`config.mk`:
```
export PLATFORM = sky130hd
export DESIGN_NAME = rob_ptr_ctrl
export DESIGN_NICKNAME = d
export VERILOG_FILES = /design/src/rtl/rob_ptr_ctrl_pkg.sv /design/src/rtl/rob_status_bits.sv /design/src/rtl/rob_ptr_ctrl.sv
export SDC_FILE = /design/constraint.sdc
export NUM_CORES = 1
export LEC_CHECK = 0
export BUFFER_PORTS_ARGS = -buffer_cell sky130_fd_sc_hd__buf_2
export CAP_MARGIN = 20
export CORE_MARGIN = 4
export CORE_UTILIZATION = 50
export CTS_BUF_LIST = sky130_fd_sc_hd__clkbuf_16
export CTS_CLUSTER_SIZE = 30
export DETAILED_ROUTE_END_ITERATION = 10
export PLACE_DENSITY = 0.67
export SYNTH_ARGS = -nofsm -noshare
export SYNTH_HDL_FRONTEND = slang
export SYNTH_SLANG_ARGS = --single-unit
```
`constraint.sdc`:
```
create_clock -name clk -period 4.7 [get_ports clk]
set_clock_uncertainty 0.2 [all_clocks]
set_input_delay 0.94 -clock clk [delete_from_list [all_inputs] [get_ports clk]]
set_output_delay 0.94 -clock clk [all_outputs]
set_load 0.005 [all_outputs]
```
`src/rtl/rob_ptr_ctrl_pkg.sv`:
```
// Shared ROB sizing, pointer/count bus types and the occupancy-count update
// encoding used by the allocation/commit controller.
package rob_ptr_ctrl_pkg;

   localparam int ROB_ADDR_WIDTH = 4;
   localparam int ROB_DEPTH      = 2 ** ROB_ADDR_WIDTH;
   localparam int ROB_WB_PORTS   = 2;

   typedef logic [ROB_ADDR_WIDTH-1:0] rob_addr_bus_t;
   typedef logic [ROB_ADDR_WIDTH:0]   rob_ptr_bus_t;
   typedef logic [ROB_ADDR_WIDTH:0]   rob_count_bus_t;

   typedef enum logic [1:0] {
      CNT_HOLD = 2'd0,
      CNT_INC  = 2'd1,
      CNT_DEC  = 2'd2
   } cnt_op_e;

   // Allocate-only grows the buffer, commit-only shrinks it, both or neither hold.
   function automatic cnt_op_e cnt_op_decode(input logic alloc_fire, input logic commit_fire);
      cnt_op_e op;
      case ({alloc_fire, commit_fire})
         2'b10:   op = CNT_INC;
         2'b01:   op = CNT_DEC;
         default: op = CNT_HOLD;
      endcase
      return op;
   endfunction

endpackage

```
`src/rtl/rob_status_bits.sv`:
```
// Per-entry valid/done bitmap of the reorder buffer. Within one update,
// writeback sets apply first, then the commit clear, then the allocate set.
module rob_status_bits
   import rob_ptr_ctrl_pkg::*;
#(
   parameter int AW       = ROB_ADDR_WIDTH,
   parameter int WB_PORTS = ROB_WB_PORTS
) (
   input  logic                   clk_i,
   input  logic                   rst_i,
   input  logic                   flush_i,
   input  logic                   set_en_i,
   input  logic [AW-1:0]          set_idx_i,
   input  logic                   clr_en_i,
   input  logic [AW-1:0]          clr_idx_i,
   input  logic [WB_PORTS-1:0]    done_set_en_i,
   input  logic [WB_PORTS*AW-1:0] done_set_idx_i,
   output logic [(2**AW)-1:0]     valid_o,
   output logic [(2**AW)-1:0]     done_o
);

   localparam int DEPTH = 2 ** AW;

   logic [DEPTH-1:0] valid_q, valid_d;
   logic [DEPTH-1:0] done_q,  done_d;

   // Next-state bitmap: allocation applied last so it overrides a colliding writeback.
   always_comb begin
      valid_d = valid_q;
      done_d  = done_q;
      if (flush_i) begin
         valid_d = {DEPTH{1'b0}};
         done_d  = {DEPTH{1'b0}};
      end else begin
         for (int p = 0; p < WB_PORTS; p++) begin
            done_d[done_set_idx_i[p*AW +: AW]] = done_d[done_set_idx_i[p*AW +: AW]] | done_set_en_i[p];
         end
         valid_d[clr_idx_i] = valid_d[clr_idx_i] & ~clr_en_i;
         done_d[clr_idx_i]  = done_d[clr_idx_i]  & ~clr_en_i;
         valid_d[set_idx_i] = valid_d[set_idx_i] | set_en_i;
         done_d[set_idx_i]  = done_d[set_idx_i]  & ~set_en_i;
      end
   end

   // Bitmap registers, synchronous active-low reset.
   always_ff @(posedge clk_i) begin
      if (!rst_i) begin
         valid_q <= {DEPTH{1'b0}};
         done_q  <= {DEPTH{1'b0}};
      end else begin
         valid_q <= valid_d;
         done_q  <= done_d;
      end
   end

   assign valid_o = valid_q;
   assign done_o  = done_q;

endmodule

```
`src/rtl/rob_ptr_ctrl.sv`:
```
// Reorder-buffer allocation/commit controller: head/tail pointers with wrap bit,
// occupancy count, writeback completion tracking and ROB-stage handshake decode.
module rob_ptr_ctrl
   import rob_ptr_ctrl_pkg::*;
#(
   parameter int ADDR_WIDTH = ROB_ADDR_WIDTH,
   parameter int WB_PORTS   = ROB_WB_PORTS
) (
   input  logic                           clk,
   input  logic                           rst,
   input  logic                           flush,
   input  logic                           alloc_en,
   output logic                           can_alloc,
   output logic [ADDR_WIDTH-1:0]          alloc_addr,
   input  logic [WB_PORTS-1:0]            wb_valid,
   input  logic [WB_PORTS*ADDR_WIDTH-1:0] wb_addr,
   input  logic                           commit_en,
   output logic                           can_commit,
   output logic [ADDR_WIDTH-1:0]          commit_addr,
   output logic [ADDR_WIDTH:0]            count,
   output logic                           full,
   output logic                           empty
);

   localparam int DEPTH = 2 ** ADDR_WIDTH;
   localparam logic [ADDR_WIDTH:0] PTR_ZERO = {(ADDR_WIDTH+1){1'b0}};
   localparam logic [ADDR_WIDTH:0] PTR_ONE  = {{ADDR_WIDTH{1'b0}}, 1'b1};

   logic [ADDR_WIDTH:0]   head_q,  head_d;
   logic [ADDR_WIDTH:0]   tail_q,  tail_d;
   logic [ADDR_WIDTH:0]   count_q, count_d;
   logic [ADDR_WIDTH-1:0] head_idx_s, tail_idx_s;
   logic [DEPTH-1:0]      valid_s, done_s;
   logic [WB_PORTS-1:0]   wb_set_s;
   logic                  full_s, empty_s;
   logic                  can_alloc_s, can_commit_s;
   logic                  alloc_fire_s, commit_fire_s;
   cnt_op_e               cnt_op_s;

   assign head_idx_s = head_q[ADDR_WIDTH-1:0];
   assign tail_idx_s = tail_q[ADDR_WIDTH-1:0];

   // Same index with opposite wrap bits means the tail has lapped the head.
   assign full_s  = (head_idx_s == tail_idx_s) && (head_q[ADDR_WIDTH] != tail_q[ADDR_WIDTH]);
   assign empty_s = (head_q == tail_q);

   // Full is taken from the current state only, so a same-cycle commit cannot free a slot.
   assign can_alloc_s   = !full_s && !flush;
   assign can_commit_s  = valid_s[head_idx_s] && done_s[head_idx_s] && !flush;
   assign alloc_fire_s  = alloc_en && can_alloc_s;
   assign commit_fire_s = commit_en && can_commit_s;
   assign cnt_op_s      = cnt_op_decode(alloc_fire_s, commit_fire_s);

   // Writebacks only count against entries that are currently allocated.
   always_comb begin
      wb_set_s = {WB_PORTS{1'b0}};
      for (int p = 0; p < WB_PORTS; p++) begin
         wb_set_s[p] = wb_valid[p] && valid_s[wb_addr[p*ADDR_WIDTH +: ADDR_WIDTH]] && !flush;
      end
   end

   // Pointer and occupancy next-state; flush returns everything to the reset image.
   always_comb begin
      head_d  = head_q;
      tail_d  = tail_q;
      count_d = count_q;
      if (flush) begin
         head_d  = PTR_ZERO;
         tail_d  = PTR_ZERO;
         count_d = PTR_ZERO;
      end else begin
         head_d = commit_fire_s ? (head_q + PTR_ONE) : head_q;
         tail_d = alloc_fire_s  ? (tail_q + PTR_ONE) : tail_q;
         case (cnt_op_s)
            CNT_INC: count_d = count_q + PTR_ONE;
            CNT_DEC: count_d = count_q - PTR_ONE;
            default: count_d = count_q;
         endcase
      end
   end

   // Pointer and count registers, synchronous active-low reset.
   always_ff @(posedge clk) begin
      if (!rst) begin
         head_q  <= PTR_ZERO;
         tail_q  <= PTR_ZERO;
         count_q <= PTR_ZERO;
      end else begin
         head_q  <= head_d;
         tail_q  <= tail_d;
         count_q <= count_d;
      end
   end

   rob_status_bits #(
      .AW       (ADDR_WIDTH),
      .WB_PORTS (WB_PORTS)
   ) u_status (
      .clk_i          (clk),
      .rst_i          (rst),
      .flush_i        (flush),
      .set_en_i       (alloc_fire_s),
      .set_idx_i      (tail_idx_s),
      .clr_en_i       (commit_fire_s),
      .clr_idx_i      (head_idx_s),
      .done_set_en_i  (wb_set_s),
      .done_set_idx_i (wb_addr),
      .valid_o        (valid_s),
      .done_o         (done_s)
   );

   assign can_alloc   = can_alloc_s;
   assign can_commit  = can_commit_s;
   assign alloc_addr  = tail_idx_s;
   assign commit_addr = head_idx_s;
   assign count       = count_q;
   assign full        = full_s;
   assign empty       = empty_s;

endmodule

```
Word level (Yosys, flattened, before mapping)
Index checks and enable logic that the tools add are counted.
Storage, ports and cells
  register bits: 47
  input bits: 15
  output and inout port bits: 17
  logic and storage cells: 85
Cells by class
  add/sub/neg operators: 4
  order comparisons: 8
  equal/unequal tests: 7
  multiplexer cells: 34
  bitwise gates (word level): 9
  reductions and logical operators: 18
Operators by type and width (number)
  bitwise mux 16 bit: 6
  binary-select mux 1 bit (select 4 bit): 9
  less-than comparator 4 x 5 -> 1 bit (second input constant): 4
  demux 1 bit (select 4 bit): 4
  >= comparator 4 x 1 -> 1 bit (second input constant): 4
  adder 5 x 1 -> 5 bit (second input constant): 3
  logical AND 1 bit: 14
  two-way mux 1 bit: 13
  one-hot mux 5 bit (2 select lines): 1
  equality test 5 bit: 1
  subtractor 5 x 1 -> 5 bit (second input constant): 1
  equality test 2 x 1 -> 1 bit (second input constant): 2
  equality test 2 bit (second input constant): 2
  equality test 4 bit: 1
  one-hot mux 2 bit (2 select lines): 1
  bitwise AND 1 bit: 3
  inverter 1 bit: 3
  bitwise OR 1 bit: 3
  zero test 1 bit: 2
  nonzero test 2 bit: 1
  OR reduction 2 bit: 1
  != test 1 bit: 1

Depth between registers and ports, before layout
  depth in word-level cells: 18
  gate-level depth with buffers: 18
  mapped depth without buffers: 15

Cells and area by module
Synthesis repeated with hierarchy kept, for this count alone.
Unflattened totals
  cell total of the unflattened synthesis: 575
  area, all modules: 4610.7 um^2
Modules (own cells, without submodules)
  rob_status_bits: instances 1, cells an instance 431, area each 3270.6 um^2, sequential area each 640.6 um^2
  rob_ptr_ctrl: instances 1, cells an instance 144, area each 1340.0 um^2, sequential area each 300.3 um^2

Worst setup path before layout
Ideal clock, no wire load.
  path kind: input-to-reg
  start point: input wb_addr[1]
  end point: register u_status.done_q[10], in the netlist u_status.done_o[10]
  setup time: 92 ps
  arrival time: 4120 ps
  path slack: 288 ps
  stages: 14
  cell sequence: buf_6 -> buf_6 -> nor4_4 -> nor2_1 -> mux4_2 -> or2_4 -> o31ai_4 -> a211oi_1 -> a211oi_2 -> nand4_4 -> nor2_4 -> mux2i_1 -> mux4_2 -> o32ai_1
Between the ends
  cells in the longest elaborated chain, start to end: 18
  elaborated cells on any way between the ends: 25
  classes of those cells: order compare (2); mux (16); bitwise (4); reduce/logical (3)
Ends and longest elaborated chain
  start: declaration: line rob_ptr_ctrl.sv:16  | input logic [WB_PORTS*ADDR_WIDTH-1:0] wb_addr,
  branches (longest 5 deep; another with less-than comparator 4 x 5 -> 1 bit)
  bitwise mux 16 bit (*): line rob_status_bits.sv:36  | done_d[done_set_idx_i[p*AW +: AW]] = done_d[done_set_idx_i[p*AW +: AW]] | done_set_en_i[p];
  binary-select mux 1 bit (select 4 bit): line rob_status_bits.sv:36
  two-way mux 1 bit (not written as such): line rob_status_bits.sv:36
  bitwise OR 1 bit: line rob_status_bits.sv:36
  bitwise mux 16 bit (*): line rob_status_bits.sv:36
  binary-select mux 1 bit (select 4 bit): line rob_status_bits.sv:39  | done_d[clr_idx_i] = done_d[clr_idx_i] & ~clr_en_i;
  two-way mux 1 bit (not written as such): line rob_status_bits.sv:39
  bitwise AND 1 bit: line rob_status_bits.sv:39
  bitwise mux 16 bit (*): line rob_status_bits.sv:39
  binary-select mux 1 bit (select 4 bit): line rob_status_bits.sv:41  | done_d[set_idx_i] = done_d[set_idx_i] & ~set_en_i;
  two-way mux 1 bit (not written as such): line rob_status_bits.sv:41
  bitwise AND 1 bit: line rob_status_bits.sv:41
  bitwise mux 16 bit (*): line rob_status_bits.sv:41
  end signal: assignment: line rob_status_bits.sv:49  | done_q <= {DEPTH{1'b0}};
  end signal: assignment: line rob_status_bits.sv:52  | done_q <= done_d;
  end: declaration: line rob_status_bits.sv:25  | logic [DEPTH-1:0] done_q, done_d;
Mark *: on every way between the ends. The select of a mux whose other input is x is not followed.
A chain may end at the register's enable or synchronous reset.

Worst setup path in the final report
  start point: input wb_addr[1]
  end point: register u_status.done_q[8], in the netlist u_status.done_o[8]
The elaborated chain is that of the path after synthesis.

==> impl_metrics.json <==
{
  "status": "completed",
  "yosys.cell_types.count": 89,
  "path_clk_slew_ns": 0.06,
  "dr_wl_met3_mm": 1.32,
  "grt_usage": 0.304,
  "cts_tree": "done",
  "drtAntennaViolNets": 0,
  "clk_path_buf_depth": 2,
  "cts.sinks": 47,
  "worstMarginPinSlew_ns": 1.03,
  "synth_top_family_by_area": "simple AND/OR/NAND/NOR gates",
  "yosys.area_share.simple": 0.275,
  "hold_class": "reg -> reg",
  "power_mw": 0.988,
  "die_h_um": 108,
  "setup_viol": 0,
  "min_period_ns": 4.55,
  "wl_met2_mm": 8.28,
  "muxShareOfSynthArea": 0.186,
  "die_w_um": 108,
  "cp_slowest_cell": "mux4_2",
  "fin_ws_ns": 0.152,
  "place_hpwl_mm": 14.0,
  "drtPass1Iterations": 5,
  "swShare": 0.294,
  "synth_flop_cell": "dfxtp_1",
  "worstPathArrival_ns": 4.54,
  "peakVddDrop_v": 0.000185,
  "slew_viol_final": 0,
  "syn-instance-count": 631,
  "numCtsBuffers": 5,
  "worst-setup-path-type": "in -> reg",
  "fin_crit_sh": 0.968,
  "worstReg2RegEnd": "u_status.done_o[8]",
  "grt_pass1_vias": 4977,
  "routed.top_layer": "met4",
  "first_iter_violations": 422,
  "avgSynthCellArea_um2": 7.99,
  "pre_cts_slack_ns": -0.160,
  "placeableCoreArea_um2": 9820,
  "dp_cells": 816,
  "final_common_cell": "buf_4",
  "post_cts.repair.setup_buffers": 0,
  "r2r_cells": 14,
  "fp-row-count": 36,
  "synth_area_um2": 5040,
  "synthXorXnorAreaFrac": 0.0295,
  "grt_start_max_net_pins": 26,
  "routabilityCongestion": 0.987,
  "min_from": "count[4]",
  "cp-end-kind": "register",
  "multiInputGateArea_um2": 3800,
  "synth_compound_area_frac": 0.220,
  "final_hold_viol_count": 0,
  "p_int_mw": 0.697,
  "drc": 0,
  "min_to": "count[4]",
  "critPathRequiredTime_ns": 4.69,
  "critical_path.cell_chain": "clkbuf_4, buf_4, nor4bb_2, o22ai_1, a2111o_1, a22o_1, buf_4, nor2_1, or3_1, o2bb2a_1, nand4_4, nor2_4, buf_4, o21ai_0, mux4_2, o31ai_2",
  "yosysWarnings": 0,
  "mostFrequentLayoutCells": "75 x buf_4, 71 x nand2_1, 66 x nor2_1",
  "final-seq-area_um2": 941,
  "power_density_nw_per_um2": 169,
  "detail_route.vias_per_cell": 6.52,
  "fill_cells": 916,
  "dr_total_vias": 5371,
  "worst-path-max-fanout": 13,
  "dieArea_um2": 11800,
  "areaGrowthSynthToFinish_pct": 15.9,
  "seqPwrFrac": 0.412,
  "antenna_found_initial": 0,
  "wl_met1_mm": 7.53,
  "cap_viol_max_count": 0,
  "antennaDiodeCount": 0,
  "synthAdderAreaFrac": 0.0337,
  "nNetsFinal": 718,
  "ys_seq_area_frac": 0.187,
  "pwr-share-clk": 0.348,
  "start_kind": "primary input",
  "regToRegStartpoint": "head_q[0]",
  "drt-total-wl_mm": 17.9,
  "overflow": 0,
  "synth.ff_latch_count": 47,
  "power_leakage_nw": 2.35,
  "port_buffers": 31,
  "grt_first_pass_wirelength_mm": 27.6,
  "fmax_mhz": 220,
  "synth_edf_count": 0,
  "slew_headroom": 0.311,
  "cpMostUsedCell": "buf_4",
  "wl_per_cell_um": 21.7,
  "r2r_slack_ns": 0.37,
  "syn-num-nets": 659,
  "io_pins": 32,
  "pwr-share-comb": 0.239,
  "switchingPower_mw": 0.291,
  "drive_gt1_frac": 0.245,
  "hold_depth": 2,
  "postCtsHoldBufs": 0,
  "initial_core_util": 0.514,
  "htreeDepth": 2,
  "finalNonFillerCells": 824,
  "clk_latency_ns": 0.29,
  "async_flop_share": 0,
  "cpPeakStageDelay_ns": 0.54,
  "cts-root-buf": "clkbuf_16"
}
power groups by stage:
stage,Clock [mW],Sequential [mW],Combinational [mW]
after floorplan,0,0.413,0.143
after global routing,0.357,0.407,0.252
after global placement,0,0.416,0.225
after detailed placement,0,0.416,0.228
after CTS,0.343,0.407,0.229
final,0.344,0.407,0.237
synthesized netlist by cell type (14+ instances only):
| cell type | count | share of area |
|---|---|---|
| nand2_1 | 71 | 0.053 |
| nor3_1 | 17 | 0.017 |
| mux2i_1 | 40 | 0.079 |
| clkbuf_1 | 25 | 0.019 |
| a211oi_1 | 21 | 0.031 |
| mux4_2 | 18 | 0.080 |
| nor2b_1 | 17 | 0.021 |
| a21oi_1 | 35 | 0.035 |
| nand3_1 | 27 | 0.027 |
| inv_1 | 14 | 0.010 |
| dfxtp_1 | 47 | 0.19 |
| nor2_1 | 66 | 0.049 |
per-layer routing:
layer,GRT usage,up-vias
met5,0,-
met4,0.137,0
met3,0.0382,69
met2,0.486,284
met1,0.408,2552
li1,-,2466
metrics by stage:
step | instance area (µm²) | hold WS [ns] | TNS (ns) | utilization
after floorplan | 5040 | 0.270 | 0 | -
after global placement | 5660 | 0.269 | -0.922 | 0.576
after detailed placement | 5660 | 0.279 | -1.86 | 0.576
after CTS | 5800 | 0.287 | 0 | 0.590
after global routing | 5850 | 0.315 | -0.0185 | 0.595
final | 5850 | 0.283 | 0 | 0.595
sequential cells by signal (all words and copies together) (netlist names):
| name | cells |
|---|---|
| count | 5 |
| head_q | 5 |
| tail_q | 5 |
| u_status.done_o | 16 |
| u_status.valid_o | 16 |
cell type report:
| class | count | share of cell area |
|---|---|---|
| clock inverter | 3 | 0.00193 |
| sequential | 47 | 0.161 |
| timing repair buffer | 107 | 0.127 |
| tap | 133 | 0.0285 |
| multi-input combinational | 513 | 0.650 |
| inverter | 16 | 0.0107 |
| clock buffer | 5 | 0.0214 |
critical path: cells and delay by family:
| family | cells | cell delay (ns) |
|---|---|---|
| AOI/OAI and AO/OA | 6 | 1.36 |
| buffers and inverters | 4 | 0.71 |
| muxes | 1 | 0.54 |
| and+or+nand+nor | 5 | 0.98 |
logic make-up after synthesis:
| group | count (synthesis) |
|---|---|
| buffers and inverters | 71 |
| AOI/OAI and AO/OA | 151 |
| and+or+nand+nor | 265 |
| muxes | 67 |
| xor gates and xnor gates | 17 |
| DFF | 47 |
| adders and majority gates | 13 |
worst max path at each step:
stage                          end  slack (ns)  startpoint  depth (start not counted)
2_1_floorplan  u_status.done_o[10]        0.29  wb_addr[1]                         14
5_1_grt         u_status.done_o[8]       -0.02  wb_addr[1]                         15
3_3_place_gp    u_status.done_o[2]       -0.13  wb_addr[1]                         14
4_1_cts        u_status.done_o[14]        0.12  wb_addr[1]                         16
3_5_place_dp   u_status.done_o[14]       -0.16  wb_addr[1]                         16
6_report        u_status.done_o[8]        0.15  wb_addr[1]                         16
what timing repair did:
action	in CTS	in global routing
endpoints found under the hold margin	0	0
gates resized for setup	0	11
setup endpoints to repair	0	16
No activity file was read; power rests on OpenSTA's default activity.
